## src/rtl/mod_dds_seq_if.sv

```systemverilog
`default_nettype none
// ============================================================================
// Module      : mod_dds_seq_if
// Description : AXI-Stream-style command channel into the DDS pulse sequencer.
//               The master drives tvalid/tdata and the slave drives tready.
//               TW is the command word width; it is AW+BT+1 by default and
//               AW+BT+5 when MOD_DDS_SEQ_LOOP_EN is defined.
// Revision    : 1.0 - initial release
// ============================================================================
interface mod_dds_seq_if #(
  parameter int TW = 17
);
  logic          tvalid;
  logic          tready;
  logic [TW-1:0] tdata;

  modport master (output tvalid, output tdata, input tready);
  modport slave  (input tvalid, input tdata, output tready);
endinterface
`default_nettype wire

```

## src/rtl/mod_dds_seq.sv

```systemverilog
`default_nettype none
// ============================================================================
// Module      : mod_dds_seq
// Description : DDS pulse sequencer. Pulse commands are buffered in a
//               2**NF-deep FIFO. For each command the 256-bit parameter word
//               is fetched, held on par_dout for the whole pulse, and the time
//               base t = 0..len is generated together with a phase-sync strobe.
//               Optional feature macro: MOD_DDS_SEQ_LOOP_EN (replay each pulse
//               rep+1 times, with rep in tdata[AW+BT+4:AW+BT+1]).
// Ports       : clk, rst        - clock, synchronous active-high reset
//               s_axis          - command stream (slave modport)
//                                 [AW-1:0] addr, [AW+BT-1:AW] len,
//                                 [AW+BT] sync_req
//               mem_en/mem_addr - parameter-memory read request
//               mem_dout        - read data, valid one cycle after mem_en
//               par_dout, ctrl  - held parameter word and its CTRL field
//               sync            - phase-sync strobe on the first sample
//               t_out_valid/t_out - time base
//               busy, done      - activity flag, end-of-pulse strobe
// Revision    : 1.0 - initial release
// ============================================================================
module mod_dds_seq #(
  parameter int BT = 8,
  parameter int AW = 8,
  parameter int NF = 4
) (
  input  logic          clk,
  input  logic          rst,
  mod_dds_seq_if.slave  s_axis,
  output logic          mem_en,
  output logic [AW-1:0] mem_addr,
  input  logic [255:0]  mem_dout,
  output logic [255:0]  par_dout,
  output logic [7:0]    ctrl,
  output logic          sync,
  output logic          t_out_valid,
  output logic [BT-1:0] t_out,
  output logic          busy,
  output logic          done
);
`ifdef MOD_DDS_SEQ_LOOP_EN
  localparam int RW = 4;
`else
  localparam int RW = 0;
`endif
  localparam int          TW      = AW + BT + 1 + RW;
  localparam int          DEPTH   = 2 ** NF;
  localparam logic [NF:0] DEPTH_C = (NF+1)'(DEPTH);

  typedef enum logic [1:0] {
    S_IDLE  = 2'd0,
    S_FETCH = 2'd1,
    S_LOAD  = 2'd2,
    S_RUN   = 2'd3
  } state_t;

  // Command FIFO
  logic [TW-1:0] fifo_q [DEPTH];
  logic [NF-1:0] wr_ptr_q, rd_ptr_q;
  logic [NF:0]   cnt_q, cnt_d;
  logic          ready_q;
  logic          push_w, pop_w, last_w;
  logic [TW-1:0] head_w;

  // Sequencer
  state_t        state_q;
  logic [BT-1:0] len_q;
  logic          sync_req_q;
  logic [BT-1:0] t_q;
  logic          valid_q, sync_q, done_q, mem_en_q;
  logic [AW-1:0] mem_addr_q;
  logic [255:0]  par_q;
`ifdef MOD_DDS_SEQ_LOOP_EN
  logic [3:0]    rep_q, rep_cnt_q;
`endif

  assign s_axis.tready = ready_q;
  assign push_w        = s_axis.tvalid & ready_q;
  assign head_w        = fifo_q[rd_ptr_q];

  // Last sample of the whole pulse (including all replays when looping).
`ifdef MOD_DDS_SEQ_LOOP_EN
  assign last_w = (state_q == S_RUN) && (t_q == len_q) && (rep_cnt_q == rep_q);
`else
  assign last_w = (state_q == S_RUN) && (t_q == len_q);
`endif

  // Pop either from IDLE or on the last sample, so back-to-back pulses only
  // pay the FETCH and LOAD cycles.
  assign pop_w = (cnt_q != '0) && ((state_q == S_IDLE) || last_w);

  always_comb begin
    cnt_d = cnt_q;
    case ({push_w, pop_w})
      2'b10:   cnt_d = cnt_q + (NF+1)'(1);
      2'b01:   cnt_d = cnt_q - (NF+1)'(1);
      default: cnt_d = cnt_q;
    endcase
  end

  always_ff @(posedge clk) begin
    if (rst) begin
      wr_ptr_q <= '0;
      rd_ptr_q <= '0;
      cnt_q    <= '0;
      ready_q  <= 1'b0;
    end else begin
      if (push_w) wr_ptr_q <= wr_ptr_q + NF'(1);
      if (pop_w)  rd_ptr_q <= rd_ptr_q + NF'(1);
      cnt_q   <= cnt_d;
      // Registered so tready already reflects the post-update occupancy.
      ready_q <= (cnt_d != DEPTH_C);
    end
  end

  always_ff @(posedge clk) begin
    if (push_w) fifo_q[wr_ptr_q] <= s_axis.tdata;
  end

  always_ff @(posedge clk) begin
    if (rst) begin
      state_q    <= S_IDLE;
      len_q      <= '0;
      sync_req_q <= 1'b0;
      t_q        <= '0;
      valid_q    <= 1'b0;
      sync_q     <= 1'b0;
      done_q     <= 1'b0;
      mem_en_q   <= 1'b0;
      mem_addr_q <= '0;
      par_q      <= '0;
`ifdef MOD_DDS_SEQ_LOOP_EN
      rep_q      <= '0;
      rep_cnt_q  <= '0;
`endif
    end else begin
      mem_en_q <= 1'b0;
      sync_q   <= 1'b0;
      done_q   <= 1'b0;
      case (state_q)
        S_IDLE: begin
          if (pop_w) begin
            len_q      <= head_w[AW+BT-1:AW];
            sync_req_q <= head_w[AW+BT];
`ifdef MOD_DDS_SEQ_LOOP_EN
            rep_q      <= head_w[AW+BT+4:AW+BT+1];
`endif
            mem_en_q   <= 1'b1;
            mem_addr_q <= head_w[AW-1:0];
            state_q    <= S_FETCH;
          end
        end
        S_FETCH: begin
          state_q <= S_LOAD;
        end
        S_LOAD: begin
          par_q   <= mem_dout;
          t_q     <= '0;
          valid_q <= 1'b1;
          sync_q  <= sync_req_q;
`ifdef MOD_DDS_SEQ_LOOP_EN
          rep_cnt_q <= '0;
`endif
          state_q <= S_RUN;
        end
        S_RUN: begin
          if (last_w) begin
            valid_q <= 1'b0;
            done_q  <= 1'b1;
            if (pop_w) begin
              len_q      <= head_w[AW+BT-1:AW];
              sync_req_q <= head_w[AW+BT];
`ifdef MOD_DDS_SEQ_LOOP_EN
              rep_q      <= head_w[AW+BT+4:AW+BT+1];
`endif
              mem_en_q   <= 1'b1;
              mem_addr_q <= head_w[AW-1:0];
              state_q    <= S_FETCH;
            end else begin
              state_q <= S_IDLE;
            end
`ifdef MOD_DDS_SEQ_LOOP_EN
          end else if (t_q == len_q) begin
            // Replay without refetch: restart t, keep par_dout, no sync.
            t_q       <= '0;
            rep_cnt_q <= rep_cnt_q + 4'd1;
`endif
          end else begin
            t_q <= t_q + BT'(1);
          end
        end
        default: state_q <= S_IDLE;
      endcase
    end
  end

  assign mem_en      = mem_en_q;
  assign mem_addr    = mem_addr_q;
  assign par_dout    = par_q;
  assign ctrl        = par_q[231:224];
  assign sync        = sync_q;
  assign t_out_valid = valid_q;
  assign t_out       = t_q;
  assign done        = done_q;
  assign busy        = (state_q != S_IDLE) || (cnt_q != '0);

endmodule
`default_nettype wire

```

## src/flat_wrapper.sv

```systemverilog
// flat-port wrapper written by rule: the top's interface ports become plain ports
module mod_dds_seq_flat 
#(
  parameter int BT = 8,
  parameter int AW = 8,
  parameter int NF = 4
)
  (clk, rst, mem_en, mem_addr, mem_dout, par_dout, ctrl, sync, t_out_valid, t_out, busy, done, s_axis_tvalid, s_axis_tdata, s_axis_tready);
  mod_dds_seq_if s_axis_i ();
  input  logic clk;
  input  logic rst;
  output logic mem_en;
  output logic [AW-1:0] mem_addr;
  input  logic [255:0] mem_dout;
  output logic [255:0] par_dout;
  output logic [7:0] ctrl;
  output logic sync;
  output logic t_out_valid;
  output logic [BT-1:0] t_out;
  output logic busy;
  output logic done;
  input wire logic [$bits(s_axis_i.tvalid)-1:0] s_axis_tvalid;
  input wire logic [$bits(s_axis_i.tdata)-1:0] s_axis_tdata;
  output wire logic [$bits(s_axis_i.tready)-1:0] s_axis_tready;
  assign s_axis_i.tvalid = s_axis_tvalid;
  assign s_axis_i.tdata = s_axis_tdata;
  assign s_axis_tready = s_axis_i.tready;
  mod_dds_seq #(.BT(BT), .AW(AW), .NF(NF)) u_core (.clk(clk), .rst(rst), .s_axis(s_axis_i), .mem_en(mem_en), .mem_addr(mem_addr), .mem_dout(mem_dout), .par_dout(par_dout), .ctrl(ctrl), .sync(sync), .t_out_valid(t_out_valid), .t_out(t_out), .busy(busy), .done(done));
endmodule
```

## config.mk

```make
export PLATFORM = sky130hd
export DESIGN_NAME = mod_dds_seq_flat
export DESIGN_NICKNAME = d
export VERILOG_FILES = /design/src/rtl/mod_dds_seq_if.sv /design/src/rtl/mod_dds_seq.sv /design/src/flat_wrapper.sv
export SDC_FILE = /design/constraint.sdc
export NUM_CORES = 1
export LEC_CHECK = 0
export BUFFER_PORTS_ARGS = -buffer_cell sky130_fd_sc_hd__clkbuf_2
export CAP_MARGIN = 0
export CORE_MARGIN = 5
export CORE_UTILIZATION = 44
export CTS_CLUSTER_SIZE = 28
export DETAILED_ROUTE_END_ITERATION = 16
export PLACE_DENSITY = 0.81
export SLEW_MARGIN = 15
export SYNTH_ARGS = -nofsm -noshare
export SYNTH_HDL_FRONTEND = slang
export SYNTH_SLANG_ARGS = --single-unit
```

## constraint.sdc

```tcl
create_clock -name clk -period 3.2 [get_ports clk]
set_clock_uncertainty 0.2 [all_clocks]
set_input_delay 0.64 -clock clk [delete_from_list [all_inputs] [get_ports clk]]
set_output_delay 0.64 -clock clk [all_outputs]
set_load 0.005 [all_outputs]
```

==> reports/metrics.cfg <==
[setup_path]
path_class=reg2reg
cp.arrival_ps=3190
r2r-start=u_core.len_q[2]$_SDFFE_PP0P_
critPathMaxFanout=3
crit_required_ps=3450
reg2reg_slack_ps=260
critical_path.startpoint=u_core.len_q[2]$_SDFFE_PP0P_
worstSetupStartpointType=register
end_kind=register

[clock_tree]
cts_tree=built
clk_pin_slew_ps=60
clkLatencyLatePin_ps=630
cts-root-buf=clkbuf_16
clockBufferDepth=3
numCtsBuffers=58
cts_hold_buf=0
cts_resized=0
cts_sinks=577
h-tree-depth=2

[logic_synthesis]
synth-simple-area-share=0.06871
synth-seq-area-share=0.6631
avgSynthCellArea_sq_um=14.10
async_flop_share=0
synth.top_cell.area_share=0.3795
synth_top_cells_by_area=edfxtp_1, dfxtp_1, mux2i_1, mux4_2, nor2_1
synthXorXnorAreaFrac=0.006917
yosys_warnings=0
synth-compound-area-share=0.03726
synth-seq-cells=577
synth_edf_count=272
synth_most_common_cell=dfxtp_1
yosysTopAreaCell=edfxtp_1
synth_area_sq_um=21520
synth_top_family_by_area=multiplexers
ys_types=50
synth_cells=1527
ys.flop_type=dfxtp_1
syn_nets=1816
yosys-top-cells-count=dfxtp_1, nor2_1, edfxtp_1, mux2i_1, mux4_2
synthMuxAreaShare=0.1932
synth-adder-area-share=0.007557

[finish]
finish.instance_area_sq_um=27130
syn2layout_area_growth_pct=26.06
drive_above_1_share=0.3702
fin_nets=2389

[placement]
dp_hpwl_um=50940
numPortBuffers=561
place.gp.congestion=0.9908
dpl_cell_area_sq_um=25230

[grt]
antenna_found_initial=7
use_met3=0.09176
gr-max-usage-layer=met2
grt_pass1_vias=14459
grt-ovfl-total=0
grtUsageMet2=0.3765
grtUsageTotal=0.2451
grt_first_pass_wirelength_um=97420
grt_max_degree=168
grt_use_met1=0.3238

[drt]
route.vias.total=14801
ant_nets=0
viasPerCell=5.334
drtPass1Iterations=5
drt-total-wl_um=68280
drt-initial-drc-count=1235
wl_per_cell_um=24.61
drcViolationCount=0

[sta]
grt_setup_unrepaired=false
maxClockFrequency_mhz=339.8
final.setup.tns_ps=0
slew_headroom=0.4091
finalMaxSlewViolations=0
period_share=0.9197
min_period_ps=2943
setup_viol=0
hold_viol_final=0
tightestPinTransition_ps=886.4

[floorplan]
initial_core_util=0.4425
die-area_sq_um=53440
core.rowCount=81
core_region_area_sq_um=48650
dieWidth_um=231.2
io_pins=562
die-height_um=231.2

[power_and_ir_drop]
irDropWorstVdd_mv=0.5959
power_density_nw_per_um2=766.3
leakagePower_nw=10.64
totalPowerFinal_mw=20.79

[min_path]
hold_class=in2reg
min_from=mem_dout[186]

[run]
cap_violations=0

[outcome]
status=finished clean

==> area by class of cell <==
class / instances / area [sq um]
diodes: 3 / 7.507
fillers: 3856 / 21510
repair buffers: 620 / 3348
inverters: 10 / 37.54
clock inverters: 24 / 240.2
multi-input cells: 833 / 6795
clock buffers: 86 / 1648
well taps: 622 / 778.2
flip-flops and latches: 577 / 14280
==> metal layers <==
layer  vias up  part of all wire
met5         -           0.00076
li1       6698                 -
met2       671              0.46
met1      7309              0.40
met4         8             0.038
met3       115              0.10
==> through the flow <==
step / utilization / worst slack (ps) / hold slack [ps] / cells
after global placement: 0.5186 / 199.2 / 271.0 / 2661
after global routing: 0.5577 / 23.73 / 22.03 / 2774
final: 0.5578 / 256.8 / 40.81 / 2775
after floorplan: - / 51.67 / 252.9 / 1527
after detailed placement: 0.5186 / 254.8 / 271.6 / 2661
after CTS: 0.5575 / 219.6 / 1.259 / 2771
==> critical path: stages, from the launching register on <==
cell,delay [ps]
dfxtp_1,320
xor2_1,180
nor4_2,400
a31oi_1,180
nor2_2,130
ha_1,200
xor2_1,160
ha_1,210
inv_1,60
o41ai_1,390
xor2_1,240
a41oi_1,130
==> cells in the final DEF, fill, tap and decap left out, types with 4 or more instances in the layout <==
cell type  instances
mux2i_1          259
inv_1             10
ha_1              12
a21oi_1           27
buf_12             7
o31ai_1            6
nand3_1            9
clkinv_1           5
clkbuf_16         58
a22oi_1           34
dfxtp_1          303
and2_1             4
o21ai_0           19
clkinv_2          10
mux4_2            68
edfxtp_1         272
nor2b_1            6
a211o_1           17
clkbuf_1          18
buf_4             52
clkbuf_8           9
xor2_1            14
nor2_1           284
nand2_1           19
nor3_2             4
clkbuf_2         561
==> logic make-up (layout without fill, tap and decap cells) <==
logic type,count (synthesis),after routing
DFF,577,577
muxes,330,330
and+or+nand+nor,355,355
xor gates and xnor gates,17,17
AOI/OAI and AO/OA,118,118
adders and majority gates,13,13
buffers and inverters,117,740
other,0,3
==> worst paths after layout <==
check | to | cells after the start
hold / removal | u_core.par_dout[186]$_SDFFE_PP0P_ | 3
setup reg to reg | u_core.s_axis.tready$_SDFF_PP0_ | 11
hold reg to reg | u_core.rd_ptr_q[3]$_SDFFE_PP0N_ | 2
setup / recovery | u_core.s_axis.tready$_SDFF_PP0_ | 11
==> power breakdown <==
part	switching (mW)	leakage (nW)	internal (mW)
Combinational	2.86	4.79	2.40
Clock	2.85	0.926	3.75
Sequential	0.497	4.93	8.43
==> flip-flops by register name, summed over array words and instances, names as in the netlist, named ones only <==
register and flops:
u_core.cnt_q 5, u_core.done 1, u_core.fifo_q 272, u_core.len_q 8, u_core.mem_addr 8, u_core.mem_en 1, u_core.par_dout 256, u_core.rd_ptr_q 4
u_core.s_axis.tready 1, u_core.state_q 2, u_core.sync 1, u_core.sync_req_q 1, u_core.t_out 8, u_core.t_out_valid 1, u_core.wr_ptr_q 4
==> repair_timing <==
action | 4_1_cts | 5_1_grt
endpoints found under the setup margin | 0 | 1
endpoints found under the hold margin | 0 | 0
setup buffers | 0 | 1
No activity file was read; power rests on OpenSTA's default activity.
